File: src/rtl/dm_mem_port_arbiter_pkg.sv
// Shared types and constants for the debug-memory port arbiter.
// Holds the region size, read latency, grant encoding and per-port state encoding.
package dm_pkg;

  localparam logic [31:0] DM_REGION_SIZE  = 32'h0000_1000;
  localparam int unsigned DM_READ_LATENCY = 32'd1;

  typedef enum logic {
    GNT_IFETCH = 1'b0,
    GNT_DMEM   = 1'b1
  } grant_e;

  typedef enum logic [1:0] {
    EMPTY    = 2'd0,
    PENDING  = 2'd1,
    INFLIGHT = 2'd2
  } port_state_e;

endpackage

File: src/rtl/dm_mem_port_arbiter_slot.sv
// One-entry request holding slot for a strobe-style master.
// Presents either the held request or the fresh strobe as this port's candidate.
module dm_req_slot
  import dm_pkg::*;
#(
  parameter int unsigned BusWidth = 32
) (
  input  logic                  clk_i,
  input  logic                  rst_i,
  input  logic                  strobe_i,
  input  logic                  we_i,
  input  logic [BusWidth-1:0]   addr_i,
  input  logic [BusWidth-1:0]   wdata_i,
  input  logic [BusWidth/8-1:0] be_i,
  input  logic                  grant_i,
  output logic                  valid_o,
  output logic                  we_o,
  output logic [BusWidth-1:0]   addr_o,
  output logic [BusWidth-1:0]   wdata_o,
  output logic [BusWidth/8-1:0] be_o,
  output logic                  perr_o
);

  port_state_e           state_r, state_next_s;
  logic                  pending_s, load_s;
  logic                  held_we_r;
  logic [BusWidth-1:0]   held_addr_r, held_wdata_r;
  logic [BusWidth/8-1:0] held_be_r;

  // Candidate selection, protocol check and next port state
  always_comb begin
    pending_s    = (state_r == PENDING);
    valid_o      = pending_s | strobe_i;
    perr_o       = pending_s & strobe_i;
    load_s       = strobe_i & ~pending_s & ~grant_i;
    state_next_s = EMPTY;
    if (pending_s) begin
      we_o    = held_we_r;
      addr_o  = held_addr_r;
      wdata_o = held_wdata_r;
      be_o    = held_be_r;
    end else begin
      we_o    = we_i;
      addr_o  = addr_i;
      wdata_o = wdata_i;
      be_o    = be_i;
    end
    // A strobe hitting a full slot is dropped; the held request keeps its place
    if (grant_i) begin
      state_next_s = INFLIGHT;
    end else if (pending_s || strobe_i) begin
      state_next_s = PENDING;
    end else begin
      state_next_s = EMPTY;
    end
  end

  // Port state and held request registers
  always_ff @(posedge clk_i) begin
    if (rst_i) begin
      state_r      <= EMPTY;
      held_we_r    <= 1'b0;
      held_addr_r  <= {BusWidth{1'b0}};
      held_wdata_r <= {BusWidth{1'b0}};
      held_be_r    <= {(BusWidth/8){1'b0}};
    end else begin
      state_r <= state_next_s;
      if (load_s) begin
        held_we_r    <= we_i;
        held_addr_r  <= addr_i;
        held_wdata_r <= wdata_i;
        held_be_r    <= be_i;
      end
    end
  end

endmodule

File: src/rtl/dm_mem_port_arbiter.sv
// Merges the core's instruction-fetch and data ports onto dm_mem's single slave port.
// Round-robin on ties, region check, and a one-stage response pipeline for the 1-cycle read latency.
module dm_mem_port_arbiter
  import dm_pkg::*;
#(
  parameter int unsigned         BusWidth      = 32,
  parameter logic [BusWidth-1:0] DmBaseAddress = {BusWidth{1'b0}}
) (
  input  logic                  clk_i,
  input  logic                  rst_i,
  input  logic                  ifetch_req_i,
  input  logic [BusWidth-1:0]   ifetch_addr_i,
  output logic                  ifetch_ready_o,
  output logic [BusWidth-1:0]   ifetch_rdata_o,
  input  logic                  dmem_req_i,
  input  logic                  dmem_we_i,
  input  logic [BusWidth-1:0]   dmem_addr_i,
  input  logic [BusWidth-1:0]   dmem_wdata_i,
  input  logic [BusWidth/8-1:0] dmem_be_i,
  output logic                  dmem_ready_o,
  output logic [BusWidth-1:0]   dmem_rdata_o,
  output logic                  req_o,
  output logic                  we_o,
  output logic [BusWidth-1:0]   addr_o,
  output logic [BusWidth-1:0]   wdata_o,
  output logic [BusWidth/8-1:0] be_o,
  input  logic [BusWidth-1:0]   rdata_i,
  output logic                  err_o
);

  logic                  if_valid_s, if_we_s, if_perr_s, if_grant_s;
  logic [BusWidth-1:0]   if_addr_s, if_wdata_s;
  logic [BusWidth/8-1:0] if_be_s;
  logic                  dm_valid_s, dm_we_s, dm_perr_s, dm_grant_s;
  logic [BusWidth-1:0]   dm_addr_s, dm_wdata_s;
  logic [BusWidth/8-1:0] dm_be_s;

  grant_e                sel_s, last_grant_r, rsp_owner_r;
  logic                  gnt_valid_s, in_region_s, issue_s;
  logic                  g_we_s;
  logic [BusWidth-1:0]   g_addr_s, g_wdata_s, offset_s;
  logic [BusWidth/8-1:0] g_be_s;
  logic                  rsp_valid_r, rsp_read_r, rsp_oor_r;

  dm_req_slot #(.BusWidth(BusWidth)) u_ifetch_slot (
    .clk_i    (clk_i),
    .rst_i    (rst_i),
    .strobe_i (ifetch_req_i),
    .we_i     (1'b0),
    .addr_i   (ifetch_addr_i),
    .wdata_i  ({BusWidth{1'b0}}),
    .be_i     ({(BusWidth/8){1'b1}}),
    .grant_i  (if_grant_s),
    .valid_o  (if_valid_s),
    .we_o     (if_we_s),
    .addr_o   (if_addr_s),
    .wdata_o  (if_wdata_s),
    .be_o     (if_be_s),
    .perr_o   (if_perr_s)
  );

  dm_req_slot #(.BusWidth(BusWidth)) u_dmem_slot (
    .clk_i    (clk_i),
    .rst_i    (rst_i),
    .strobe_i (dmem_req_i),
    .we_i     (dmem_we_i),
    .addr_i   (dmem_addr_i),
    .wdata_i  (dmem_wdata_i),
    .be_i     (dmem_be_i),
    .grant_i  (dm_grant_s),
    .valid_o  (dm_valid_s),
    .we_o     (dm_we_s),
    .addr_o   (dm_addr_s),
    .wdata_o  (dm_wdata_s),
    .be_o     (dm_be_s),
    .perr_o   (dm_perr_s)
  );

  // Grant selection, region check and issue to dm_mem
  always_comb begin
    if (if_valid_s && dm_valid_s) begin
      sel_s = (last_grant_r == GNT_IFETCH) ? GNT_DMEM : GNT_IFETCH;
    end else if (dm_valid_s) begin
      sel_s = GNT_DMEM;
    end else begin
      sel_s = GNT_IFETCH;
    end
    gnt_valid_s = (if_valid_s | dm_valid_s) & ~rst_i;
    if_grant_s  = gnt_valid_s & (sel_s == GNT_IFETCH);
    dm_grant_s  = gnt_valid_s & (sel_s == GNT_DMEM);
    if (sel_s == GNT_DMEM) begin
      g_we_s    = dm_we_s;
      g_addr_s  = dm_addr_s;
      g_wdata_s = dm_wdata_s;
      g_be_s    = dm_be_s;
    end else begin
      g_we_s    = if_we_s;
      g_addr_s  = if_addr_s;
      g_wdata_s = if_wdata_s;
      g_be_s    = if_be_s;
    end
    // Unsigned offset makes addresses below the base wrap and fail the check too
    offset_s    = g_addr_s - DmBaseAddress;
    in_region_s = (offset_s < DM_REGION_SIZE);
    issue_s     = gnt_valid_s & in_region_s;
    req_o       = issue_s;
    we_o        = issue_s & g_we_s;
    addr_o      = issue_s ? g_addr_s  : {BusWidth{1'b0}};
    wdata_o     = issue_s ? g_wdata_s : {BusWidth{1'b0}};
    be_o        = issue_s ? g_be_s    : {(BusWidth/8){1'b0}};
  end

  // Response routing to the owning master and error merge
  always_comb begin
    ifetch_ready_o = rsp_valid_r & ~rst_i & (rsp_owner_r == GNT_IFETCH);
    dmem_ready_o   = rsp_valid_r & ~rst_i & (rsp_owner_r == GNT_DMEM);
    if (ifetch_ready_o && rsp_read_r) begin
      ifetch_rdata_o = rdata_i;
    end else begin
      ifetch_rdata_o = {BusWidth{1'b0}};
    end
    if (dmem_ready_o && rsp_read_r) begin
      dmem_rdata_o = rdata_i;
    end else begin
      dmem_rdata_o = {BusWidth{1'b0}};
    end
    err_o = ~rst_i & ((rsp_valid_r & rsp_oor_r) | if_perr_s | dm_perr_s);
  end

  // Round-robin history and in-flight owner pipeline
  always_ff @(posedge clk_i) begin
    if (rst_i) begin
      last_grant_r <= GNT_DMEM;
      rsp_owner_r  <= GNT_IFETCH;
      rsp_valid_r  <= 1'b0;
      rsp_read_r   <= 1'b0;
      rsp_oor_r    <= 1'b0;
    end else begin
      rsp_valid_r <= gnt_valid_s;
      rsp_owner_r <= sel_s;
      rsp_read_r  <= issue_s & ~g_we_s;
      rsp_oor_r   <= gnt_valid_s & ~in_region_s;
      if (gnt_valid_s) begin
        last_grant_r <= sel_s;
      end else begin
        last_grant_r <= last_grant_r;
      end
    end
  end

endmodule

File: config.mk
export PLATFORM = sky130hd
export DESIGN_NAME = dm_mem_port_arbiter
export DESIGN_NICKNAME = d
export VERILOG_FILES = /design/src/rtl/dm_mem_port_arbiter_pkg.sv /design/src/rtl/dm_mem_port_arbiter_slot.sv /design/src/rtl/dm_mem_port_arbiter.sv
export SDC_FILE = /design/constraint.sdc
export NUM_CORES = 1
export LEC_CHECK = 0
export ABC_AREA = 1
export CAP_MARGIN = 40
export CORE_MARGIN = 2
export CORE_UTILIZATION = 45
export CTS_CLUSTER_DIAMETER = 150
export DETAILED_ROUTE_END_ITERATION = 6
export GPL_TIMING_DRIVEN = 0
export PLACE_DENSITY = 0.9
export SYNTH_ARGS = -nofsm -noshare
export SYNTH_HDL_FRONTEND = slang
export SYNTH_SLANG_ARGS = --single-unit
File: constraint.sdc
create_clock -name clk_i -period 4.2 [get_ports clk_i]
set_input_delay 1.05 -clock clk_i [delete_from_list [all_inputs] [get_ports clk_i]]
set_output_delay 1.05 -clock clk_i [all_outputs]
set_load 0.05 [all_outputs]
==> qor.yml <==
timing:
  fin_crit_ps: 4080
  layout_setup_ws_ps: 122
  tightest_slew_ps: 617
  setup-violations-final: 0
  hold_viol: 0
  slew_headroom: 0.587
  rsz0062_at_grt: "false"
  period_share: 0.971
  fmaxAchievable_mhz: 245
  drv_slew: 0
  skew_ps: 8.12
routing:
  wirelength_um: 23700
  ant_nets: 0
  drc_errors: 0
  routed_via_density: 5.02
  wl_per_cell_um: 15.0
  drtPass1Iterations: 7
  first_iter_violations: 603
  vias: 7956
clock_tree:
  clk_pin_slew_worst_paths_ps: 70
  ctsHoldBuffers: 0
  cts_tree: "done"
  cts.sinks: 111
  clk_latency_ps: 350
  cts_max_level: 3
  clock_tree.root_cell: "clkbuf_16"
  numCtsBuffers: 9
  clock_path_buffers: 2
critical_path:
  r2r_slack_ps: 2060
  worstPathMaxFanout: 5
  crit_slowest_cell: "clkdlybuf4s50_1"
  required_ps: 3150
  rr_worst_depth: 12
  end_kind: "output port"
  crit_path_frequent_cell: "nor2_1"
  path_class: "in2out"
  worstPathCellList: "clkdlybuf4s50_1 -> inv_1 -> nand2_1 -> o21ai_0 -> inv_1 -> nor2_1 -> nor2_1 -> nor2_1 -> nand2_1 -> nor2_2 -> nand3_4 -> buf_4 -> buf_12 -> nor2_2 -> buf_6"
  reg2reg_to: "u_dmem_slot.held_addr_r[2]"
  r2r_start: "u_ifetch_slot.state_r[1]"
  crit_arrival_ps: 3030
  cpPeakStageDelay_ps: 440
  startpoint_type: "input port"
logic_synthesis:
  ys_seq_elements: 111
  ys_top_cells_by_count: "320 x nand2_1, 223 x nor2_1, 111 x dfxtp_1, 110 x inv_1, 91 x o21ai_0"
  ys_seq_area_frac: 0.335
  synth_edf_count: 0
  yosysTopAreaCell: "dfxtp_1"
  synth_cell_types: 29
  yosysMostFrequentCell: "nand2_1"
  async_flop_share: 0
  syn_inst: 1103
  synth_area_mm2: 0.00664
  synth.area.top_cells: "dfxtp_1 33%, nand2_1 18%, nor2_1 13%"
  syn_area_per_cell_um2: 6.02
  synth_ff_type: "dfxtp_1"
  ys_warn_count: 0
  yosysTopAreaCellShare: 0.335
placed_design:
  hpwl_um: 18000
  dp_slack_ps: -866
  dp_cells: 1558
  portBuffers: 252
  place_congestion: 0.942
finish:
  fillers: 1254
  final_nets: 1530
  utilization: 0.685
  drive_gt1_frac: 0.124
  layoutNonFillerInstCount: 1584
  seq_area_mm2: 0.00222
  syn_to_final_growth_pct: 49.3
  multi_input_area_mm2: 0.00355
die:
  die_h_um: 125
  core_mm2: 0.0145
  start_util: 0.458
  ioPinCount: 274
  rows: 44
  die_w_um: 125
  dieArea_mm2: 0.0157
hold_path:
  whs_endpoint: "u_dmem_slot.held_addr_r[15]"
  holdPathStages: 2
  hold_path.class: "reg2reg"
  min-delay-start: "u_dmem_slot.held_addr_r[15]"
global_route:
  grt_max_degree: 18
  grt_pass1_wl_um: 36200
  grt_pass1_vias: 7138
  overflow: 0
  track_usage: 0.286
  antenna_found_initial: 2
power:
  ir_drop_mv: 0.291
  p_leak_nw: 5.71
  p_per_area_mw_per_mm2: 281
status:
  status: "completed"
flow_run:
  max_cap_violations: 0
[per-layer routing]
metal	vias up	share of wire	global-route usage
met4	0	0.031	0.112
met3	46	0.070	0.0484
met2	393	0.50	0.504
met1	3577	0.40	0.346
met5	-	0	0
li1	3940	-	-
[cells by family (layout without fill, tap and decap cells)]
kind of cell | after synthesis | after routing | share of synthesized area
buf+inv | 206 | 482 | 0.141
flops | 111 | 111 | 0.335
simple gates | 600 | 600 | 0.366
compound gates | 185 | 185 | 0.158
other cells | 1 | 22 | 0.000565
[where the power goes]
part	internal [mW]	total (mW)	leakage, nW	switching, mW
Combinational	0.285	0.691	4.65	0.406
Clock	0.521	0.918	0.148	0.397
Sequential	1.14	1.18	0.918	0.0400
Total	1.95	2.79	5.71	0.843
[final cells by class]
cell class / count / share of cell area
sequential: 111 / 0.224
antenna: 2 / 0.000505
buffer: 92 / 0.0523
tap: 184 / 0.0232
timing repair buffer: 260 / 0.267
inverter: 114 / 0.0432
multi-input combinational: 805 / 0.358
clock inverter: 6 / 0.00858
clock buffer: 10 / 0.0231
[flip-flops by register name, summed over array words and instances, names as in the netlist]
signal                     count
u_dmem_slot.held_we_r          1
rsp_oor_r                      1
rsp_valid_r                    1
rsp_owner_r                    1
u_ifetch_slot.held_addr_r     32
rsp_read_r                     1
u_dmem_slot.state_r            2
u_dmem_slot.held_wdata_r      32
u_dmem_slot.held_be_r          4
u_ifetch_slot.held_be_r        1
u_ifetch_slot.state_r          2
last_grant_r                   1
u_dmem_slot.held_addr_r       32
[how the worst max path moves through the flow]
stage | startpoint | end | slack, ps | cells past startpoint
after CTS | rst_i | dmem_rdata_o[6] | 10 | 8
final | dmem_addr_i[23] | addr_o[0] | 120 | 15
after global routing | dmem_req_i | wdata_o[0] | 10 | 16
after floorplan | rst_i | dmem_rdata_o[10] | -90 | 7
after detailed placement | ifetch_req_i | addr_o[0] | -870 | 15
after global placement | ifetch_req_i | addr_o[0] | -840 | 15
[metrics by stage]
step	hold slack, ps	area [um2]	power, mW	TNS, ps
floorplan	425	6710	1.62	-5450
global placement	434	9460	1.86	-39360
detailed placement	439	9460	1.87	-40520
CTS	450	9750	2.78	0
global route	477	9910	2.91	0
finish	453	9910	2.79	0
[cells in the final DEF, fill, tap and decap left out, drive strengths merged, types with 2 or more instances in the layout]
master | Yosys | final
a21oi | 49 | 49
clkdlybuf4s50 | 0 | 140
conb | 1 | 20
a211oi | 18 | 18
inv | 114 | 114
nand2 | 326 | 326
nand3 | 12 | 12
o211ai | 12 | 12
dlygate4sd2 | 0 | 4
clkinv | 0 | 2
dlymetal6s2s | 0 | 57
bufinv | 0 | 2
nor2 | 247 | 247
clkbuf | 40 | 52
o31ai | 12 | 12
clkinvlp | 0 | 2
diode | 0 | 2
dfxtp | 111 | 111
buf | 52 | 108
or2 | 12 | 12
o21ai | 92 | 92
[repair_timing]
action	CTS	global route
setup buffers	5	2
resized for setup	314	64
pin swaps	2	0
endpoints found under the setup margin	53	107
cloned	1	0
[worst max-delay path, delay by kind of cell]
family          cells  cell delay, ps
simple gates        8             780
compound gates      1              80
buf+inv             6            1090
No activity file was read; power rests on OpenSTA's default activity.
